<file path="config.mk">
export PLATFORM = sky130hd
export DESIGN_NAME = dot_product_seq
export DESIGN_NICKNAME = d
export VERILOG_FILES = /design/src/rtl/dot_product_seq_pkg.sv /design/src/rtl/dot_product_seq_dot4_pipe.sv /design/src/rtl/dot_product_seq.sv
export SDC_FILE = /design/constraint.sdc
export NUM_CORES = 1
export LEC_CHECK = 0
export BUFFER_PORTS_ARGS = -buffer_cell sky130_fd_sc_hd__buf_2
export CAP_MARGIN = 10
export CORE_MARGIN = 1
export CORE_UTILIZATION = 53
export CTS_CLUSTER_DIAMETER = 150
export DETAILED_ROUTE_END_ITERATION = 10
export HOLD_SLACK_MARGIN = 0.15
export PLACE_DENSITY = 0.72
export SYNTH_ARGS = -nofsm -noshare
export SYNTH_HDL_FRONTEND = slang
export SYNTH_SLANG_ARGS = --single-unit
</file>
<file path="constraint.sdc">
create_clock -name i_clk -period 3 [get_ports i_clk]
set_clock_uncertainty 0.05 [all_clocks]
set_input_delay 0.3 -clock i_clk [delete_from_list [all_inputs] [get_ports i_clk]]
set_output_delay 0.3 -clock i_clk [all_outputs]
set_load 0.01 [all_outputs]
</file>
<file path="src/rtl/dot_product_seq_pkg.sv">
// Shared definitions for the dot_product_seq slice.
//   state_t       : sequencer FSM states
//   OPND_W        : operand width of one lane
//   CHUNK_SUM_W   : width of one 4-lane chunk sum (4 x 15 x 15 = 900 < 2^10)
//   LEN_W_DEFAULT : default width of the chunk-count field
package dot_product_seq_pkg;

    localparam int unsigned OPND_W        = 4;
    localparam int unsigned CHUNK_SUM_W   = 10;
    localparam int unsigned LEN_W_DEFAULT = 4;

    typedef enum logic [1:0] {
        IDLE  = 2'd0,
        FEED  = 2'd1,
        DRAIN = 2'd2,
        DONE  = 2'd3
    } state_t;

endpackage

</file>
<file path="src/rtl/dot_product_seq_dot4_pipe.sv">
// dot4_pipe: 4-stage 4-lane multiply/add-tree.
//   Stage 1 registers the operands, stage 2 the four 8b lane products,
//   stage 3 the two 9b pair sums, stage 4 the 10b chunk sum.
//   A chunk presented with valid_in at edge k shows valid_out after edge k+3.
// Ports:
//   i_clk, i_rst          clock, synchronous active-high reset
//   valid_in, last_in     tags travelling with the chunk
//   a_in..d_in            left operands
//   e_in..h_in            right operands (pairs a*e, b*f, c*g, d*h)
//   valid_out, last_out   tags aligned with sum_out
//   sum_out               chunk sum
module dot4_pipe
    import dot_product_seq_pkg::*;
(
    input  logic                   i_clk,
    input  logic                   i_rst,
    input  logic                   valid_in,
    input  logic                   last_in,
    input  logic [OPND_W-1:0]      a_in,
    input  logic [OPND_W-1:0]      b_in,
    input  logic [OPND_W-1:0]      c_in,
    input  logic [OPND_W-1:0]      d_in,
    input  logic [OPND_W-1:0]      e_in,
    input  logic [OPND_W-1:0]      f_in,
    input  logic [OPND_W-1:0]      g_in,
    input  logic [OPND_W-1:0]      h_in,
    output logic                   valid_out,
    output logic                   last_out,
    output logic [CHUNK_SUM_W-1:0] sum_out
);

    logic [3:0]                   vld_q, vld_d;
    logic [3:0]                   lst_q, lst_d;
    logic [3:0][OPND_W-1:0]       lop_q, lop_d;
    logic [3:0][OPND_W-1:0]       rop_q, rop_d;
    logic [3:0][2*OPND_W-1:0]     prod_q, prod_d;
    logic [1:0][2*OPND_W:0]       pair_q, pair_d;
    logic [CHUNK_SUM_W-1:0]       sum_q, sum_d;

    always_comb begin
        // Tag shift registers: bit i is the tag of stage i+1.
        vld_d = {vld_q[2:0], valid_in};
        lst_d = {lst_q[2:0], last_in};
        lop_d = {d_in, c_in, b_in, a_in};
        rop_d = {h_in, g_in, f_in, e_in};
        prod_d = '0;
        for (int unsigned i = 0; i < 4; i++) begin
            prod_d[i] = {{OPND_W{1'b0}}, lop_q[i]} * {{OPND_W{1'b0}}, rop_q[i]};
        end
        pair_d[0] = {1'b0, prod_q[0]} + {1'b0, prod_q[1]};
        pair_d[1] = {1'b0, prod_q[2]} + {1'b0, prod_q[3]};
        sum_d     = {1'b0, pair_q[0]} + {1'b0, pair_q[1]};
    end

    always_ff @(posedge i_clk) begin
        if (i_rst) begin
            vld_q  <= '0;
            lst_q  <= '0;
            lop_q  <= '0;
            rop_q  <= '0;
            prod_q <= '0;
            pair_q <= '0;
            sum_q  <= '0;
        end else begin
            vld_q  <= vld_d;
            lst_q  <= lst_d;
            lop_q  <= lop_d;
            rop_q  <= rop_d;
            prod_q <= prod_d;
            pair_q <= pair_d;
            sum_q  <= sum_d;
        end
    end

    assign valid_out = vld_q[3];
    assign last_out  = lst_q[3];
    assign sum_out   = sum_q;

endmodule

</file>
<file path="src/rtl/dot_product_seq.sv">
// dot_product_seq: accepts a job of i_len+1 four-lane chunks, streams them
// through dot4_pipe and accumulates the chunk sums into one result.
// Ports:
//   i_clk, i_rst                 clock, synchronous active-high reset
//   i_start, i_len               job request and chunk count minus 1
//   o_busy                       start accepted, result not yet taken
//   i_in_valid, o_in_ready       chunk handshake
//   i_a..i_d, i_e..i_h           chunk operands
//   o_out_valid, i_out_ready     result handshake
//   o_out                        dot product (held after hand-off)
module dot_product_seq
    import dot_product_seq_pkg::*;
#(
    parameter int unsigned LEN_W = LEN_W_DEFAULT,
    parameter int unsigned ACC_W = CHUNK_SUM_W + LEN_W
) (
    input  logic              i_clk,
    input  logic              i_rst,
    input  logic              i_start,
    input  logic [LEN_W-1:0]  i_len,
    output logic              o_busy,
    input  logic              i_in_valid,
    output logic              o_in_ready,
    input  logic [OPND_W-1:0] i_a,
    input  logic [OPND_W-1:0] i_b,
    input  logic [OPND_W-1:0] i_c,
    input  logic [OPND_W-1:0] i_d,
    input  logic [OPND_W-1:0] i_e,
    input  logic [OPND_W-1:0] i_f,
    input  logic [OPND_W-1:0] i_g,
    input  logic [OPND_W-1:0] i_h,
    output logic              o_out_valid,
    input  logic              i_out_ready,
    output logic [ACC_W-1:0]  o_out
);

    state_t             state_q, state_d;
    logic [LEN_W-1:0]   remaining_q, remaining_d;
    logic [ACC_W-1:0]   acc_q, acc_d;
    logic [ACC_W-1:0]   out_q, out_d;
    logic               busy_q, busy_d;
    logic               in_ready_q, in_ready_d;
    logic               out_valid_q, out_valid_d;

    logic                   accept;
    logic                   last_accept;
    logic                   pipe_valid;
    logic                   pipe_last;
    logic [CHUNK_SUM_W-1:0] pipe_sum;
    logic [ACC_W-1:0]       sum_ext;

    // in_ready_q is high exactly in FEED, so it doubles as the state qualifier.
    assign accept      = i_in_valid & in_ready_q;
    assign last_accept = accept & (remaining_q == '0);
    assign sum_ext     = {{(ACC_W-CHUNK_SUM_W){1'b0}}, pipe_sum};

    dot4_pipe u_pipe (
        .i_clk     (i_clk),
        .i_rst     (i_rst),
        .valid_in  (accept),
        .last_in   (last_accept),
        .a_in      (i_a),
        .b_in      (i_b),
        .c_in      (i_c),
        .d_in      (i_d),
        .e_in      (i_e),
        .f_in      (i_f),
        .g_in      (i_g),
        .h_in      (i_h),
        .valid_out (pipe_valid),
        .last_out  (pipe_last),
        .sum_out   (pipe_sum)
    );

    always_comb begin
        state_d     = state_q;
        remaining_d = remaining_q;
        acc_d       = acc_q;
        out_d       = out_q;
        busy_d      = busy_q;
        in_ready_d  = in_ready_q;
        out_valid_d = out_valid_q;

        // Chunk results are still emerging in DRAIN while earlier ones
        // may emerge during FEED; every valid one is added exactly once.
        if (pipe_valid && (state_q == FEED || state_q == DRAIN)) begin
            acc_d = acc_q + sum_ext;
        end

        case (state_q)
            IDLE: begin
                if (i_start) begin
                    state_d     = FEED;
                    remaining_d = i_len;
                    acc_d       = '0;
                    busy_d      = 1'b1;
                    in_ready_d  = 1'b1;
                end
            end
            FEED: begin
                if (accept) begin
                    remaining_d = remaining_q - LEN_W'(1);
                    if (remaining_q == '0) begin
                        state_d    = DRAIN;
                        in_ready_d = 1'b0;
                    end
                end
            end
            DRAIN: begin
                if (pipe_valid && pipe_last) begin
                    state_d     = DONE;
                    out_d       = acc_q + sum_ext;
                    out_valid_d = 1'b1;
                end
            end
            DONE: begin
                if (i_out_ready) begin
                    state_d     = IDLE;
                    out_valid_d = 1'b0;
                    busy_d      = 1'b0;
                end
            end
            default: state_d = IDLE;
        endcase
    end

    always_ff @(posedge i_clk) begin
        if (i_rst) begin
            state_q     <= IDLE;
            remaining_q <= '0;
            acc_q       <= '0;
            out_q       <= '0;
            busy_q      <= 1'b0;
            in_ready_q  <= 1'b0;
            out_valid_q <= 1'b0;
        end else begin
            state_q     <= state_d;
            remaining_q <= remaining_d;
            acc_q       <= acc_d;
            out_q       <= out_d;
            busy_q      <= busy_d;
            in_ready_q  <= in_ready_d;
            out_valid_q <= out_valid_d;
        end
    end

    assign o_busy      = busy_q;
    assign o_in_ready  = in_ready_q;
    assign o_out_valid = out_valid_q;
    assign o_out       = out_q;

endmodule

</file>
==> results of run 1 <==
[tightest hold or removal path, cell delays in order]
cell and delay [ps]:
buf_2 140, nand3_1 90, a21oi_1 60
[registers in the layout, indices dropped and copies added (netlist names)]
name / flops
u_pipe.vld_q: 4
remaining_q: 4
o_out: 14
state_q: 2
o_out_valid: 1
u_pipe.sum_out: 10
u_pipe.pair_q: 18
u_pipe.lst_q: 4
acc_q: 14
u_pipe.lop_q: 16
o_busy: 1
o_in_ready: 1
u_pipe.prod_q: 32
u_pipe.rop_q: 16
[routing by layer]
layer  GRT usage [%]  up-vias  share of wire, %
li1                -     2768                 -
met1            22.2     2472                44
met2            36.2       78                52
met3            5.50       13               2.9
met4            6.80        0              0.98
met5               0        -                 0
[cells in the mapped netlist (all sizes together), types with 12 or more instances]
| master | number |
|---|---|
| a21o | 13 |
| fa | 20 |
| a211oi | 12 |
| a21oi | 51 |
| inv | 54 |
| nor2b | 62 |
| nor2 | 77 |
| nand2 | 63 |
| xor2 | 23 |
| nor3 | 13 |
| dfxtp | 137 |
| ha | 88 |
| xnor2 | 19 |
| o21ai | 27 |
| and2 | 42 |
| clkbuf | 18 |
[cells by family (layout without fill, tap and decap cells)]
| logic type | Yosys count | count (layout) | share of synthesized area [%] |
|---|---|---|---|
| AO/OA/AOI/OAI | 142 | 142 | 13.1 |
| AND/OR/NAND/NOR | 272 | 272 | 18.6 |
| multiplexers | 2 | 2 | 0.295 |
| flip-flops | 137 | 137 | 38.1 |
| buffers and inverters | 75 | 178 | 4.06 |
| adder cells (fa/ha/maj) | 108 | 108 | 20.8 |
| XOR/XNOR | 42 | 42 | 5.10 |
[timing repair]
item	in CTS	in global routing
endpoints found under the setup margin	0	4
hold endpoints to repair	35	0
hold buffers	34	0
resized for setup	0	7
buffers inserted	0	0
[per-stage QoR]
| stage | total power [mW] | util, % | area, µm² | setup WS [ps] |
|---|---|---|---|---|
| 6_report | 4.90 | 65.3 | 8650 | 78.4 |
| 5_1_grt | 5.13 | 65.3 | 8650 | -6.75 |
| 3_5_place_dp | 2.67 | 57.7 | 7640 | 31.2 |
| 4_1_cts | 4.95 | 65.1 | 8630 | 5.93 |
| 2_1_floorplan | 2.51 | - | 7210 | 238 |
| 3_3_place_gp | 2.64 | 57.7 | 7640 | 141 |
[power breakdown]
group,internal (mW),switching [mW]
combinational,0.297,0.375
sequential,1.93,0.0712
clock,1.48,0.752
[path summary, 6_finish.rpt]
kind                                       start                end  depth (start not counted)
worst max-delay path            u_pipe.rop_q[11]  u_pipe.prod_q[23]                         11
worst min-delay path                     i_start         o_in_ready                          3
worst max register to register  u_pipe.rop_q[11]  u_pipe.prod_q[23]                         11
worst min register to register   u_pipe.vld_q[2]    u_pipe.vld_q[3]                          1
[final cells by class]
class / instances / area, µm² / share of cell area [%]
Clock inverter: 10 / 166 / 1.92
Sequential cell: 137 / 2750 / 31.7
Clock buffer: 21 / 480 / 5.56
Inverter: 54 / 203 / 2.34
Timing Repair Buffer: 93 / 643 / 7.44
Multi-Input combinational cell: 566 / 4190 / 48.5
Tap cell: 176 / 220 / 2.55
==> qor.csv, run 1 <==
stage,metric,value,unit
timing,fmax,0.342,GHz
timing,fin_setup_tns,0,ps
worst_hold_path,holdCritPathClass,input port to flop,
final_layout,fillCellCount,1049,
global_route,antenna_found_initial,0,
clock_network,cts_max_level,4,
route,first_pass_iters,5,
worst_setup_path,crit_fanout,4,
timing,min_period_over_period,97.4,%
global_route,grt_first_pass_wirelength,22800,µm
timing,hold_viol,0,
worst_setup_path,path_buf_inv,1,
synthesis,postSynthAreaPerCell,9.26,µm²
timing,tightest_slew,693,ps
route,wirelength,13300,µm
global_route,overflow,0,
route,vias,5331,
synthesis,synth_edf_count,0,
global_route,grt_max_degree,70,
place,portBuffers,57,
route,route.detailed.drc,0,
worst_setup_path,cp-start-kind,flop,
clock_network,path_clk_slew,50,ps
run,cap_violations,0,
clock_network,cts_made_buffers,17,
floorplanning,fp-row-count,42,
synthesis,syn_nets,927,
worst_setup_path,ff2ff_setup_slack,80,ps
floorplanning,die_y,119,µm
timing,max_slew_margin,53.8,%
synthesis,seq_area_frac_synth,38.1,%
timing,setup_viol,0,
synthesis,yosysUniqueCellTypes,50,
clock_network,cts_num_sinks,137,
route,drt-initial-drc-count,237,
synthesis,ys_warn_count,0,
clock_network,cts_tree,built,
worst_setup_path,cp-end-kind,flop,
worst_setup_path,slowest_stage,fa_1,
timing,fin_crit,2920,ps
timing,whs,179,ps
route,ant_nets,0,
route,wl_per_cell,12.6,µm
floorplanning,die_w,119,µm
worst_setup_path,critPathRequiredTime,3230,ps
synthesis,synth-async-reset-ratio,0,%
worst_setup_path,critPathKind,flop to flop,
synthesis,ys_seq_elements,137,
final_layout,final_cell_mix,"135 x dfxtp_1, 88 x ha_1, 77 x nor2_1",
worst_setup_path,cpPeakStageDelay,540,ps
power_and_ir_drop,vdd_drop_max,0.429,mV
place,dp.cells,992,
clock_network,clockBufferDepth,2,
global_route,grt_pass1_vias,5354,
floorplanning,start_util,54.4,%
worst_setup_path,crit_chain,nand2_1 -> fa_1 -> inv_1 -> fa_1 -> ha_1 -> a21o_1 -> a21oi_2 -> o21bai_1 -> a21oi_1 -> xor2_1 -> nor2_1,
final_layout,nNetsFinal,1018,
floorplanning,core_area,0.0132,mm²
synthesis,synth_area_leaders,"dfxtp_1 38%, ha_1 15%, fa_1 5.6%, nor2b_1 5.2%, nor2_1 4.0%",
synthesis,syn_area,0.00721,mm²
final_layout,area_growth,20.0,%
final_layout,layout_commonest_cell,dfxtp_1,
power_and_ir_drop,leakagePower,4.02,nW
floorplanning,dieArea,0.0141,mm²
place,hpwl,9820,µm
synthesis,netlist.area_leader.share,38.1,%
worst_setup_path,crit_family,adder cells,
place,place_congestion,0.878,
worst_setup_path,critPathArrivalTime,3160,ps
power_and_ir_drop,power_density,567,mW/mm²
final_layout,insertedDiodeCount,0,
clock_network,root_buffer,clkbuf_16,
global_route,track_usage,19.9,%
synthesis,synth_cells,778,
final_layout,drive_above_1_share,12.5,%
route,via_per_inst,5.04,
final_layout,instances_no_fill,1057,
outcome,status,completed,
floorplanning,ioPinCount,58,
synthesis,synth_top_area_cell,dfxtp_1,
timing,slew_viol_final,0,
synthesis,synthFlopType,dfxtp_1,
clock_network,insertion_delay,410,ps
worst_setup_path,path_common_cell,fa_1,
Note: power is estimated with default switching activity, not from simulation.
==> run 2: changes to the inputs <==
Settings changed: BUFFER_PORTS_ARGS -buffer_cell sky130_fd_sc_hd__buf_2 to -buffer_cell sky130_fd_sc_hd__buf_4, CORE_MARGIN 1 to 5, CORE_UTILIZATION 53 to 55, PLACE_DENSITY 0.72 to 0.74.
==> qor.csv, run 2 (synthesized netlist as in run 1, its figures left out) <==
stage,metric,value,unit,change
floorplanning,ioPinCount,58,,unchanged
route,wirelength,13700,µm,+2.9%
route,route.detailed.drc,0,,unchanged
worst_hold_path,hold_path.startpoint,i_len[1],,
place,placed_cell_area,0.00778,mm²,+1.8%
worst_setup_path,reg2reg_from,u_pipe.rop_q[15],,
timing,slew_viol_final,0,,unchanged
worst_setup_path,slowest_stage,fa_2,,
place,post-place-ws,36.3,ps,+5.08 ps
worst_setup_path,cp-end-kind,flop,,
clock_network,clockBufferDepth,2,,unchanged
clock_network,cts_max_level,4,,unchanged
worst_setup_path,critPathKind,flop to flop,,
final_layout,layout_commonest_cell,dfxtp_1,,
worst_setup_path,cpPeakStageDelay,590,ps,+50 ps
timing,fin_crit,2870,ps,-55.5 ps
clock_network,path_clk_slew,60,ps,about the same
route,drt-initial-drc-count,283,,+19%
worst_setup_path,rr_worst_depth,11,,unchanged
final_layout,largest_reg_flops,32,,unchanged
worst_hold_path,holdCritPathClass,input port to flop,,
final_layout,insertedDiodeCount,0,,unchanged
worst_setup_path,ff2ff_setup_slack,130,ps,+60 ps
final_layout,area_growth,21.6,%,
route,vias,5415,,+1.6%
power_and_ir_drop,leakagePower,4.02,nW,about the same
worst_setup_path,crit_start,u_pipe.rop_q[15],,
global_route,grt_max_degree,92,,+31%
timing,fin_setup_tns,0,ps,unchanged
worst_hold_path,whs_path_depth,3,,unchanged
worst_setup_path,cp-start-kind,flop,,
global_route,grt_first_pass_wirelength,24300,µm,+6.5%
timing,whs,201,ps,+21.9 ps
global_route,grt_pass1_vias,5617,,+4.9%
floorplanning,dieArea,0.0155,mm²,+10%
timing,max_slew_margin,64.5,%,+11 points
floorplanning,fp-row-count,41,,-2.4%
final_layout,nNetsFinal,1020,,+0.20%
place,hpwl,10000,µm,+1.8%
route,ant_nets,0,,unchanged
global_route,track_usage,18.6,%,-1.4 points
timing,setup_ws,134,ps,+55.5 ps
worst_setup_path,critPathRequiredTime,3240,ps,about the same
floorplanning,die_w,124,µm,+4.9%
global_route,antenna_found_initial,0,,unchanged
timing,fmax,0.349,GHz,+1.9%
clock_network,cts_num_sinks,137,,unchanged
timing,tightest_slew,532,ps,-161 ps
timing,hold_viol,0,,unchanged
final_layout,top_register,u_pipe.prod_q,,
worst_setup_path,crit_fanout,4,,unchanged
final_layout,reg.largest.list,"u_pipe.prod_q: 32 flops, u_pipe.pair_q: 18 flops",,
route,wl_per_cell,13.0,µm,+3.0%
power_and_ir_drop,power_density,536,mW/mm²,-5.4%
worst_setup_path,rr_endpoint,u_pipe.prod_q[31],,
final_layout,final_cell_mix,"132 x dfxtp_1, 88 x ha_1, 77 x nor2_1",,
worst_setup_path,critPathArrivalTime,3110,ps,-50 ps
route,first_pass_iters,4,,-1
route,via_per_inst,5.13,,+1.7%
worst_setup_path,crit_family,adder cells,,
place,portBuffers,57,,unchanged
final_layout,postLayoutCellArea,0.00876,mm²,+1.3%
clock_network,root_buffer,clkbuf_16,,
final_layout,drive_above_1_share,13.3,%,+0.86 points
global_route,overflow,0,,unchanged
clock_network,cts_tree,built,,
floorplanning,die_y,124,µm,+4.9%
power_and_ir_drop,vdd_drop_max,0.402,mV,-6.4%
worst_setup_path,cp.depth,11,,unchanged
floorplanning,core_area,0.0127,mm²,-3.9%
outcome,status,completed,,
final_layout,postLayoutCoreUtil,68.9,%,+3.6 points
clock_network,insertion_delay,420,ps,about the same
timing,min_period_over_period,95.5,%,-1.9 points
floorplanning,start_util,56.6,%,+2.2 points
worst_setup_path,path_buf_inv,1,,unchanged
run,cap_violations,0,,unchanged
worst_setup_path,crit_chain,nand2_1 -> fa_1 -> inv_1 -> fa_2 -> ha_1 -> a21o_1 -> a21oi_2 -> o21bai_1 -> a21oi_1 -> xor2_1 -> nor2_1,,
timing,setup_viol,0,,unchanged
worst_setup_path,worstSetupEndpoint,u_pipe.prod_q[31],,
clock_network,cts_made_buffers,17,,unchanged
place,place_congestion,0.865,,-1.5%
==> run 2: report_power, final <==
| part | leakage, nW | internal (mW) | switching [mW] |
|---|---|---|---|
| clock network | 0.268 | 1.22 | 0.782 |
| logic | 2.63 | 0.319 | 0.375 |
| registers | 1.12 | 1.93 | 0.0698 |
==> run 2: worst min path at each step <==
stage	to	slack [ps]
floorplan	u_pipe.lst_q[1]	360
global placement	u_pipe.vld_q[2]	370
detailed placement	u_pipe.vld_q[1]	370
CTS	remaining_q[1]	190
global route	remaining_q[0]	210
finish	remaining_q[1]	200
==> run 2: layout make-up <==
cell class                 count  area, µm²
multi-input combinational    566       4200
fill                         988       3960
sequential                   137       2750
timing repair buffer          95        813
clock buffer                  18        429
tap                          172        215
inverter                      54        203
clock inverter                14        151
==> run 2: metal layers <==
metal | GRT usage (%) | part of all wire [%] | up-vias
li1 | - | - | 2782
met1 | 20.3 | 43 | 2516
met2 | 34.3 | 52 | 81
met3 | 4.37 | 2.6 | 36
met4 | 7.67 | 2.6 | 0
met5 | 0 | 0 | -
==> run 2: per-stage QoR <==
stage	power (mW)	std cells
floorplan	2.51	778
global placement	2.65	987
detailed placement	2.69	987
CTS	4.74	1054
global route	4.94	1056
finish	4.70	1056
==> run 2: timing repair <==
| item | CTS | global route |
|---|---|---|
| setup endpoints to repair | 1 | 4 |
| endpoints found under the hold margin | 36 | 0 |
| setup buffers | 0 | 2 |
| gates resized for setup | 1 | 13 |
| hold buffers | 35 | 0 |
| pin swaps | 0 | 8 |
==> run 2: worst register-to-register path: cells and delay by family, from the launching register on <==
| kind | cells | cell delay [ps] |
|---|---|---|
| adders and majority gates | 3 | 1370 |
| AOI/OAI and AO/OA | 4 | 590 |
| DFF | 1 | 350 |
| xor gates and xnor gates | 1 | 170 |
| and+or+nand+nor | 2 | 140 |
| buffers and inverters | 1 | 60 |
